File: src/rtl/fp_pkg.sv
// Shared IEEE-754 field geometry and the per-operand classification struct
// used by the FPU front end (single and double precision only).
package fp_pkg;

    // Fraction field width: 23 for binary32, 52 for binary64.
    function automatic int fp_frac_bits(input int w);
        return (w == 64) ? 52 : 23;
    endfunction

    // Exponent field width: 8 for binary32, 11 for binary64.
    function automatic int fp_exp_bits(input int w);
        return (w == 64) ? 11 : 8;
    endfunction

    // At most one member is set; all clear means a normal number.
    typedef struct packed {
        logic nan;
        logic inf;
        logic denorm;
        logic zero;
    } fp_class_t;

endpackage

File: src/rtl/fp_classify_one.sv
// Classifies a single raw IEEE-754 operand into NaN / infinity / subnormal /
// zero. The sign bit plays no part in the classification.
module fp_classify_one
    import fp_pkg::*;
#(
    parameter int W = 32
) (
    input  logic [W-1:0] x,
    output fp_class_t    cls
);

    localparam int F = fp_frac_bits(W);
    localparam int E = fp_exp_bits(W);

    generate
        if (W != 32 && W != 64) begin : g_bad_width
            $error("fp_classify_one: W must be 32 or 64, got %0d", W);
        end
    endgenerate

    logic [E-1:0] exp_field;
    logic [F-1:0] mant_field;
    logic         exp_ones;
    logic         exp_zero;
    logic         mant_zero;
    logic         unused_sign;

    assign exp_field   = x[W-2:F];
    assign mant_field  = x[F-1:0];
    assign unused_sign = x[W-1];

    assign exp_ones  = &exp_field;
    assign exp_zero  = ~|exp_field;
    assign mant_zero = ~|mant_field;

    // NOTE: every field of cls gets a value on every pass, so no latch is inferred.
    always_comb begin
        cls        = '0;
        cls.nan    = exp_ones & ~mant_zero;
        cls.inf    = exp_ones &  mant_zero;
        cls.denorm = exp_zero & ~mant_zero;
        cls.zero   = exp_zero &  mant_zero;
    end

endmodule

File: src/rtl/fp_special_cases.sv
// Special-case flags for two IEEE-754 operands. Combinational by default;
// define FP_SPECIAL_CASES_REG_EN to register all flags (1-cycle latency).
module fp_special_cases
    import fp_pkg::*;
#(
    parameter int W = 32
) (
    input  logic         clk,
    input  logic         reset,
    input  logic [W-1:0] in_a,
    input  logic [W-1:0] in_b,
    output logic         a_is_nan,
    output logic         a_is_inf,
    output logic         a_is_denorm,
    output logic         a_is_zero,
    output logic         b_is_nan,
    output logic         b_is_inf,
    output logic         b_is_denorm,
    output logic         b_is_zero
);

    fp_class_t cls_a_d;
    fp_class_t cls_b_d;
    fp_class_t cls_a;
    fp_class_t cls_b;

    fp_classify_one #(.W(W)) u_class_a (
        .x   (in_a),
        .cls (cls_a_d)
    );

    fp_classify_one #(.W(W)) u_class_b (
        .x   (in_b),
        .cls (cls_b_d)
    );

`ifdef FP_SPECIAL_CASES_REG_EN
    // NOTE: registered state uses non-blocking assignments so every flop samples pre-edge values.
    always_ff @(posedge clk or posedge reset) begin
        if (reset) begin
            cls_a <= '0;
            cls_b <= '0;
        end else begin
            cls_a <= cls_a_d;
            cls_b <= cls_b_d;
        end
    end
`else
    // Zero-latency path: compare units downstream rely on same-cycle flags.
    logic unused_clk_reset;

    assign unused_clk_reset = clk ^ reset;
    assign cls_a            = cls_a_d;
    assign cls_b            = cls_b_d;
`endif

    assign a_is_nan    = cls_a.nan;
    assign a_is_inf    = cls_a.inf;
    assign a_is_denorm = cls_a.denorm;
    assign a_is_zero   = cls_a.zero;

    assign b_is_nan    = cls_b.nan;
    assign b_is_inf    = cls_b.inf;
    assign b_is_denorm = cls_b.denorm;
    assign b_is_zero   = cls_b.zero;

endmodule

File: config.mk
export PLATFORM = sky130hd
export DESIGN_NAME = fp_special_cases
export DESIGN_NICKNAME = d
export VERILOG_FILES = /design/src/rtl/fp_pkg.sv /design/src/rtl/fp_classify_one.sv /design/src/rtl/fp_special_cases.sv
export SDC_FILE = /design/constraint.sdc
export NUM_CORES = 1
export LEC_CHECK = 0
export BUFFER_PORTS_ARGS = -buffer_cell sky130_fd_sc_hd__buf_2
export CELL_PAD_IN_SITES_DETAIL_PLACEMENT = 1
export CELL_PAD_IN_SITES_GLOBAL_PLACEMENT = 1
export CORE_ASPECT_RATIO = 0.8
export CORE_MARGIN = 4
export CORE_UTILIZATION = 10
export DETAILED_ROUTE_END_ITERATION = 10
export PLACE_DENSITY = 0.82
export REMOVE_ABC_BUFFERS = 1
export SETUP_SLACK_MARGIN = 0.15
export SLEW_MARGIN = 20
export SYNTH_ARGS = -nofsm -noshare
export SYNTH_HDL_FRONTEND = slang
export SYNTH_HIERARCHICAL = 1
export SYNTH_SLANG_ARGS = --single-unit
File: constraint.sdc
create_clock -name vclk -period 1
set_input_delay 0.15 -clock vclk [all_inputs]
set_output_delay 0.15 -clock vclk [all_outputs]
set_load 0.02 [all_outputs]
Yosys cells after proc, flatten, opt, wreduce, memory -nomap -nowiden
Index checks and enable logic that the tools add are counted.

Bitwise operators: 8. Reductions and logical operators: 10.

Operators with widths (count): $reduce_or A23 Y1 (2); $reduce_and A8 Y1 (2); $reduce_or A8 Y1 (2); $and A1 B1 Y1 (8); $logic_not A1 Y1 (4).

Register bits: 0. Input bits: 66. Output and inout port bits: 8.

Longest topological paths before layout
Gate-level depths: netlist (run 1).

Depth after elaboration: 3. Mapped depth: 3.

Hierarchy
The synthesis (run 1) kept the hierarchy.

By module, submodules not included: fp_classify_one (times used 2, cells each 20, area each 135.1 um2, sequential area each 0.0 um2).

Worst setup path after synthesis (run 1)
No wires, ideal clock.

Path kind: input to output. Start: input port in_a[16]. End: output port a_is_inf. Arrival time: 1079 ps. Data required time: 850 ps. Slack: -229 ps. Stages on the path: 3. Path buffers: 0. Cells stage by stage: nor4_2 -> nand4_1 -> nor3_1.

Word-level cells in the longest chain between the ends: 3.

Ends and longest elaborated chain: start: declaration (line fp_special_cases.sv:10) `input logic [W-1:0] in_a,`; $reduce_or A23 Y1 (line fp_classify_one.sv:34) `assign mant_zero = ~|mant_field;`; $logic_not A1 Y1 (line fp_classify_one.sv:34); $and A1 B1 Y1 (line fp_classify_one.sv:40) `cls.inf = exp_ones & mant_zero;`; end: declaration (line fp_special_cases.sv:13) `output logic a_is_inf,`.

Every way passes these cells.

Worst setup path in the final report (run 1)
Start: input port in_a[20]. End: output port a_is_denorm.

Word-level cells in the longest chain between the ends: 2.

Ends and longest elaborated chain: $reduce_or A23 Y1 (line fp_classify_one.sv:34); $and A1 B1 Y1 (line fp_classify_one.sv:41) `cls.denorm = exp_zero & ~mant_zero;`; end: declaration (line fp_special_cases.sv:14) `output logic a_is_denorm,`.

Every way passes these cells.

==> flow_metrics.py, run 1 <==
metrics = {
    "power_and_ir_drop": {
        "seqPwrFrac_pct": 0,
        "internal_power_mw": 0.151,
        "p_switching_mw": 0.104,
        "ir_drop_v": 0.000103,
        "combPwrFrac_pct": 100.0,
        "leakage_nw": 0.378,
        "clkPwrFrac_pct": 0,
        "sw_frac_of_total_pct": 40.9,
        "pwr_density_cell_mw_per_mm2": 271,
    },
    "floorplanning": {
        "start_util_pct": 10.7,
        "die_w_um": 66.1,
        "die_area_sq_mm": 0.00360,
        "core_area_sq_mm": 0.00252,
        "ios": 74,
        "row_count": 16,
        "fp.dieH_um": 54.5,
    },
    "hold_path": {
        "whs_endpoint": "b_is_denorm",
        "min-delay-path-class": "in2out",
        "hold_start": "in_b[27]",
        "hold_depth": 5,
    },
    "timing": {
        "fin_hold_ws_ns": 0.704,
        "final-hold-violation-count": 0,
        "tightest_slew_ns": 0.263,
        "finalCriticalPeriod_ns": 1.24,
        "setup_tns_ns": -1.62,
        "fmax_ghz": 0.804,
        "post-route-period-util_pct": 124,
        "finalSetupViolations": 8,
        "max_slew_margin_pct": 82.3,
        "rsz0062_at_grt": "true",
        "slew_viol_final": 0,
        "fin_ws_ns": -0.244,
    },
    "setup_path": {
        "cp.required_ns": 0.85,
        "path_max_fanout": 2,
        "critPathCaptureType": "output pin",
        "worstSetupPathType": "in2out",
        "cp.arrival_ns": 1.09,
        "startpoint_type": "input port",
    },
    "route": {
        "num_vias": 656,
        "post_drt_wl_per_cell_um": 17.9,
        "drt_first_pass_iters": 4,
        "vias_per_cell": 4.49,
        "ant_nets": 0,
        "drt-total-wl_um": 2610,
        "drc": 0,
        "drt_iter0_markers": 7,
    },
    "synthesis": {
        "syn_area_sq_um": 270,
        "synth_cells": 40,
        "postSynthAreaPerCell_sq_um": 6.76,
        "ys_seq_area_share_pct": 0,
        "synthDistinctLibCells": 9,
        "synth-warning-count": 6,
    },
    "placement": {
        "dp_cells": 146,
        "portBuffers": 70,
        "place_ws_ns": -0.275,
        "place_congestion": 0.757,
        "dp_hpwl_um": 2060,
    },
    "flow_run": {
        "maxCapViolCount": 0,
    },
    "grt": {
        "antenna_found_initial": 0,
        "grt_pass1_vias": 691,
        "grt_max_degree": 3,
        "grt-ovfl-total": 0,
        "grt_pass1_wl_um": 3510,
        "track_usage_pct": 12.9,
    },
    "status": {
        "outcome": "finished with violations",
        "failed_checks": "negative setup slack",
    },
    "final_layout": {
        "finalNonFillerCells": 146,
        "clock_buffers": 0,
        "num-nets-final": 178,
        "register_area_sq_um": 0,
        "fin_util_pct": 37.3,
        "nFlopsAndLatches": 0,
        "syn2layout_area_growth_pct": 248,
        "diodes": 0,
        "drive_gt1_share_pct": 83.6,
    },
    "cts": {
        "cts_setup_buffers": 0,
        "hold_buffers": 0,
    },
}
-- final cells by class --
| type | instances | area [sq um] |
|---|---|---|
| fillers | 321 | 1580 |
| repair buffers | 70 | 472 |
| multi-input cells | 40 | 424 |
| well taps | 36 | 45.0 |
-- timing repair --
| action | CTS | global route |
|---|---|---|
| cloned | 0 | 0 |
| gates resized for setup | 38 | 11 |
| setup endpoints to repair | 8 | 8 |
| pin swaps | 22 | 6 |
| hold endpoints to repair | 0 | 0 |
-- cell usage in the layout (no fill, tap or decap) --
cell type	instances
buf_2	47
buf_6	17
nor4_4	8
buf_4	6
nor4_2	6
nand4_1	6
nand2_1	4
nor3_2	4
a21oi_2	3
nor3_1	2
and2_1	2
or2_1	2
and4_1	1
a21oi_1	1
and4_4	1
-- kinds of logic after synthesis --
| family | after synthesis | share of synthesized area, % |
|---|---|---|
| compound gates | 4 | 7.41 |
| simple gates | 36 | 92.6 |
-- routing by layer --
layer | share of wire, % | vias up | track usage, %
li1 | - | 314 | -
met1 | 39 | 326 | 16.7
met2 | 57 | 8 | 22.9
met3 | 1.6 | 8 | 1.44
met4 | 2.6 | 0 | 3.04
met5 | 0 | - | 0
-- critical path, stage by stage --
cell     delay [ns]
buf_6          0.10
nor4_4         0.30
and4_1         0.30
a21oi_1        0.09
buf_4          0.16
-- synth_stat cells --
master	n	share of area [%]
a21oi_1	4	7.4
and2_1	2	4.6
and4_1	2	6.5
nand2_1	4	5.6
nand4_1	6	14
nor3_1	6	11
nor4_1	8	19
nor4_2	6	28
or2_1	2	4.6
-- power by group through the flow --
stage	clock [mW]	sequential, mW	combinational (mW)
finish	0	0	0.255
global placement	0	0	0.153
global route	0	0	0.272
floorplan	0	0	0.0209
detailed placement	0	0	0.162
CTS	0	0	0.252
-- per-stage QoR --
step / instance area [sq um] / total power, mW
3_3_place_gp: 666 / 0.153
4_1_cts: 903 / 0.252
2_1_floorplan: 270 / 0.0209
3_5_place_dp: 666 / 0.162
6_report: 941 / 0.255
5_1_grt: 941 / 0.272
-- worst max-delay path by stage --
stage	from	end	slack, ns
after global routing	in_a[19]	a_is_zero	-0.30
after global placement	in_a[1]	a_is_zero	-0.26
after CTS	in_a[19]	a_is_inf	-0.23
after detailed placement	in_a[10]	a_is_zero	-0.28
final	in_a[20]	a_is_denorm	-0.24
after floorplan	in_a[16]	a_is_inf	-0.23
(Power assumes the default switching activity.)
==> inputs of run 2 (changes only) <==
GPL_TIMING_DRIVEN = 0   (was unset)
==> flow_metrics.py, run 2 (same netlist as run 1, synthesis figures left out) <==
metrics = {
    "status": {
        "outcome": "finished with violations",
        "failed_checks": "negative setup slack",
    },
    "final_layout": {
        "syn2layout_area_growth_pct": 259,
        "fillers": 329,
        "register_area_sq_um": 0,
        "mostFrequentLayoutCell": "buf_2",
        "clock_buffers": 0,
        "nFlopsAndLatches": 0,
        "drive_gt1_share_pct": 83.6,
        "diodes": 0,
        "final_cell_mix": "buf_2 (48), buf_6 (19), nor4_4 (11)",
        "final_area_sq_um": 970,
        "num-nets-final": 178,
    },
    "placement": {
        "place_ws_ns": -0.324,
        "portBuffers": 70,
        "place_congestion": 0.708,
        "postPlaceCellArea_sq_um": 666,
        "dp_hpwl_um": 2010,
    },
    "route": {
        "drc": 0,
        "post_drt_wl_per_cell_um": 17.2,
        "ant_nets": 0,
        "drt_iter0_markers": 3,
        "num_vias": 636,
        "vias_per_cell": 4.36,
        "drt_first_pass_iters": 2,
        "drt-total-wl_um": 2510,
    },
    "timing": {
        "slew_viol_final": 0,
        "finalCriticalPeriod_ns": 1.22,
        "final-hold-violation-count": 0,
        "post-route-period-util_pct": 122,
        "finalSetupViolations": 8,
        "tightest_slew_ns": 0.250,
        "fmax_ghz": 0.822,
        "rsz0062_at_grt": "true",
        "fin_ws_ns": -0.216,
        "max_slew_margin_pct": 83.2,
        "setup_tns_ns": -1.41,
    },
    "setup_path": {
        "startpoint": "in_a[20]",
        "path_max_fanout": 2,
        "critPathCaptureType": "output pin",
        "slowest_delay_ns": 0.30,
        "crit_end": "a_is_zero",
        "worstSetupPathType": "in2out",
        "crit_chain": "buf_6 > nor4_4 > nand4_1 > nor3_2 > buf_4",
        "cp_slowest_cell": "nor4_4",
        "cp.arrival_ns": 1.07,
        "cp.required_ns": 0.85,
        "startpoint_type": "input port",
    },
    "floorplanning": {
        "start_util_pct": 10.7,
        "core_area_sq_mm": 0.00252,
        "fp.dieH_um": 54.5,
        "die_w_um": 66.1,
        "ios": 74,
        "die_area_sq_mm": 0.00360,
        "row_count": 16,
    },
    "grt": {
        "track_usage_pct": 12.1,
        "antenna_found_initial": 0,
        "grt_max_degree": 3,
        "grt_pass1_vias": 680,
        "grt-ovfl-total": 0,
        "grt_pass1_wl_um": 3400,
    },
    "power_and_ir_drop": {
        "leakage_nw": 0.385,
        "ir_drop_v": 0.0000977,
        "finalPower_mw": 0.269,
        "pwr_density_cell_mw_per_mm2": 277,
    },
    "hold_path": {
        "min-delay-path-class": "in2out",
    },
    "flow_run": {
        "maxCapViolCount": 0,
    },
}
run 2: cell counts in the layout (fill, tap and decap cells not counted):
Identical to the previous run, type by type.
run 2: final cells by class:
cell class	instances	area (sq um)	area share [%]
Timing Repair Buffer	70	477	49.2
Multi-Input combinational cell	40	448	46.2
Tap cell	36	45.0	4.65
run 2: metal layers:
metal / share of wire, % / wire length, um / track usage [%]
met1: 36 / 911 / 15.5
met2: 63 / 1580 / 24.2
met3: 0.12 / 3 / 0.205
met5: 0 / 0 / 0
met4: 0.56 / 14 / 0
run 2: worst min-delay path by stage:
stage                  end  cells past startpoint      from  slack (ns)
2_1_floorplan  a_is_denorm                      3  in_a[25]        0.48
3_3_place_gp     a_is_zero                      5   in_a[8]        0.68
3_5_place_dp     b_is_zero                      5   in_b[8]        0.69
4_1_cts          b_is_zero                      5  in_b[11]        0.68
5_1_grt        b_is_denorm                      5  in_b[25]        0.71
6_report          b_is_inf                      5  in_b[11]        0.69
run 2: power breakdown:
group	internal (mW)	switching, mW
clock network	0	0
logic	0.154	0.115
registers	0	0
total	0.154	0.115
run 2: critical path: cells and delay by family:
kind | cells | cell delay, ns
buf+inv | 2 | 0.27
simple gates | 3 | 0.65
run 2: repair_timing:
action                                  in CTS  in global routing
gates resized for setup                     31                 21
pin swaps                                   19                  7
buffers inserted                             0                  0
hold buffers                                 0                  0
endpoints found under the setup margin       8                  8
run 2: per-stage QoR:
stage / util [%] / hold WS, ns / std cells
2_1_floorplan: - / 0.477 / 40
3_3_place_gp: 26.4 / 0.676 / 146
3_5_place_dp: 26.4 / 0.691 / 146
4_1_cts: 34.8 / 0.677 / 146
5_1_grt: 38.4 / 0.707 / 146
6_report: 38.4 / 0.687 / 146
==> inputs of run 3 (changes only) <==
PLACE_DENSITY = 0.81   (was 0.82)
SYNTH_HIERARCHICAL = unset   (was 1)
==> flow_metrics.py, run 3 <==
metrics = {
    "status": {
        "outcome": "finished with violations",
        "failed_checks": "negative setup slack",
    },
    "route": {
        "vias_per_cell": 4.47,
        "num_vias": 653,
        "drt_first_pass_iters": 4,
        "post_drt_wl_per_cell_um": 17.9,
        "topRoutingLayerUsed": "met4",
        "drt_iter0_markers": 3,
        "wl_met1_um": 934,
        "drt-total-wl_um": 2610,
        "drc": 0,
        "ant_nets": 0,
        "wl_met3_um": 17,
        "wl_met2_um": 1630,
    },
    "final_layout": {
        "num-nets-final": 178,
        "multi_input_area_sq_um": 415,
        "diodes": 0,
        "finalNonFillerCells": 146,
        "fillers": 332,
        "final_cell_mix": "buf_2 (54), buf_6 (12), nor4_4 (8)",
        "mostFrequentLayoutCell": "buf_2",
        "drive_gt1_share_pct": 84.5,
        "register_area_sq_um": 0,
        "clock_buffers": 0,
        "nFlopsAndLatches": 0,
        "syn2layout_area_growth_pct": 228,
        "final_area_sq_um": 896,
    },
    "synthesis": {
        "synthDistinctLibCells": 9,
        "postSynthAreaPerCell_sq_um": 6.82,
        "yosysTopAreaCell": "nor4_2",
        "syn_area_sq_um": 273,
        "synth_commonest_cells": "nor4_1 (8), nand4_1 (6), nor3_1 (6), nor4_2 (6)",
        "ys_seq_area_share_pct": 0,
        "yosysTopAreaCellShare_pct": 27.5,
        "synth.most_common_cell": "nor4_1",
        "synth-warning-count": 0,
        "synthTopCellsByArea": "nor4_2 (28%), nor4_1 (18%), nand4_1 (14%), nor3_1 (11%), a21oi_1 (7.3%)",
        "synth_cells": 40,
    },
    "placement": {
        "dp_cells": 146,
        "postPlaceCellArea_sq_um": 668,
        "place_congestion": 0.737,
        "portBuffers": 70,
        "dp_hpwl_um": 2100,
    },
    "power_and_ir_drop": {
        "pwr_density_cell_mw_per_mm2": 268,
        "leakage_nw": 0.366,
        "clkPwrFrac_pct": 0,
        "combPwrFrac_pct": 100.0,
        "p_switching_mw": 0.105,
        "internal_power_mw": 0.136,
        "sw_frac_of_total_pct": 43.6,
        "seqPwrFrac_pct": 0,
        "ir_drop_v": 0.0000812,
    },
    "floorplanning": {
        "ios": 74,
        "row_count": 16,
        "die_w_um": 66.4,
        "core_area_sq_mm": 0.00252,
        "die_area_sq_mm": 0.00363,
        "start_util_pct": 10.8,
        "fp.dieH_um": 54.7,
    },
    "timing": {
        "finalCriticalPeriod_ns": 1.23,
        "fin_ws_ns": -0.231,
        "rsz0062_at_grt": "true",
        "final-hold-violation-count": 0,
        "max_slew_margin_pct": 83.7,
        "fmax_ghz": 0.812,
        "slew_viol_final": 0,
        "post-route-period-util_pct": 123,
        "tightest_slew_ns": 0.242,
        "fin_hold_ws_ns": 0.729,
        "setup_tns_ns": -1.59,
        "finalSetupViolations": 8,
    },
    "setup_path": {
        "worstSetupPathType": "in2out",
        "critPathCaptureType": "output pin",
        "startpoint_type": "input port",
        "cp.arrival_ns": 1.08,
        "cp.required_ns": 0.85,
        "path_max_fanout": 2,
    },
    "cts": {
        "cts_setup_buffers": 0,
        "hold_buffers": 0,
    },
    "grt": {
        "grt_max_degree": 3,
        "grt_pass1_wl_um": 3550,
        "antenna_found_initial": 0,
        "track_usage_pct": 13.1,
        "grt-ovfl-total": 0,
        "grt_pass1_vias": 741,
    },
    "hold_path": {
        "min-delay-path-class": "in2out",
    },
    "flow_run": {
        "maxCapViolCount": 0,
    },
}
[run 3: what timing repair did]
item | CTS | global route
resized for setup | 34 | 8
endpoints found under the setup margin | 8 | 8
pin swaps | 16 | 3
[run 3: logic make-up after synthesis]
logic type	after synthesis	synth area share (%)
and+or+nand+nor	36	92.7
AOI/OAI and AO/OA	4	7.34
[run 3: routing by layer]
metal | track usage (%) | vias to the layer above
met5 | 0 | -
met4 | 2.03 | 0
met3 | 0.616 | 4
met2 | 27.3 | 4
met1 | 14.9 | 329
li1 | - | 316
[run 3: critical path, cell delays in order]
cell and delay, ns:
buf_2 0.11, nor4_2 0.25, nand2_1 0.18, nor3_2 0.23, buf_4 0.17
[run 3: per-stage QoR]
stage / utilization [%] / setup slack [ns] / total power, mW
finish: 35.5 / -0.231 / 0.240
CTS: 34.1 / -0.223 / 0.230
global placement: 26.5 / -0.260 / 0.154
floorplan: - / -0.229 / 0.0209
global route: 35.5 / -0.300 / 0.256
detailed placement: 26.5 / -0.316 / 0.163
[run 3: cell type report]
| cell class | instances | share of cell area (%) |
|---|---|---|
| Tap cell | 36 | 5.03 |
| Timing Repair Buffer | 70 | 48.6 |
| Multi-Input combinational cell | 40 | 46.4 |
[run 3: path summary, 6_finish.rpt]
| check | from | to | depth (start not counted) |
|---|---|---|---|
| hold / removal | in_b[27] | b_is_denorm | 5 |
| setup / recovery | in_a[28] | a_is_zero | 5 |
[run 3: power by group through the flow]
stage | Combinational (mW) | Sequential [mW] | Clock, mW
3_5_place_dp | 0.163 | 0 | 0
2_1_floorplan | 0.0209 | 0 | 0
6_report | 0.240 | 0 | 0
5_1_grt | 0.256 | 0 | 0
3_3_place_gp | 0.154 | 0 | 0
4_1_cts | 0.230 | 0 | 0
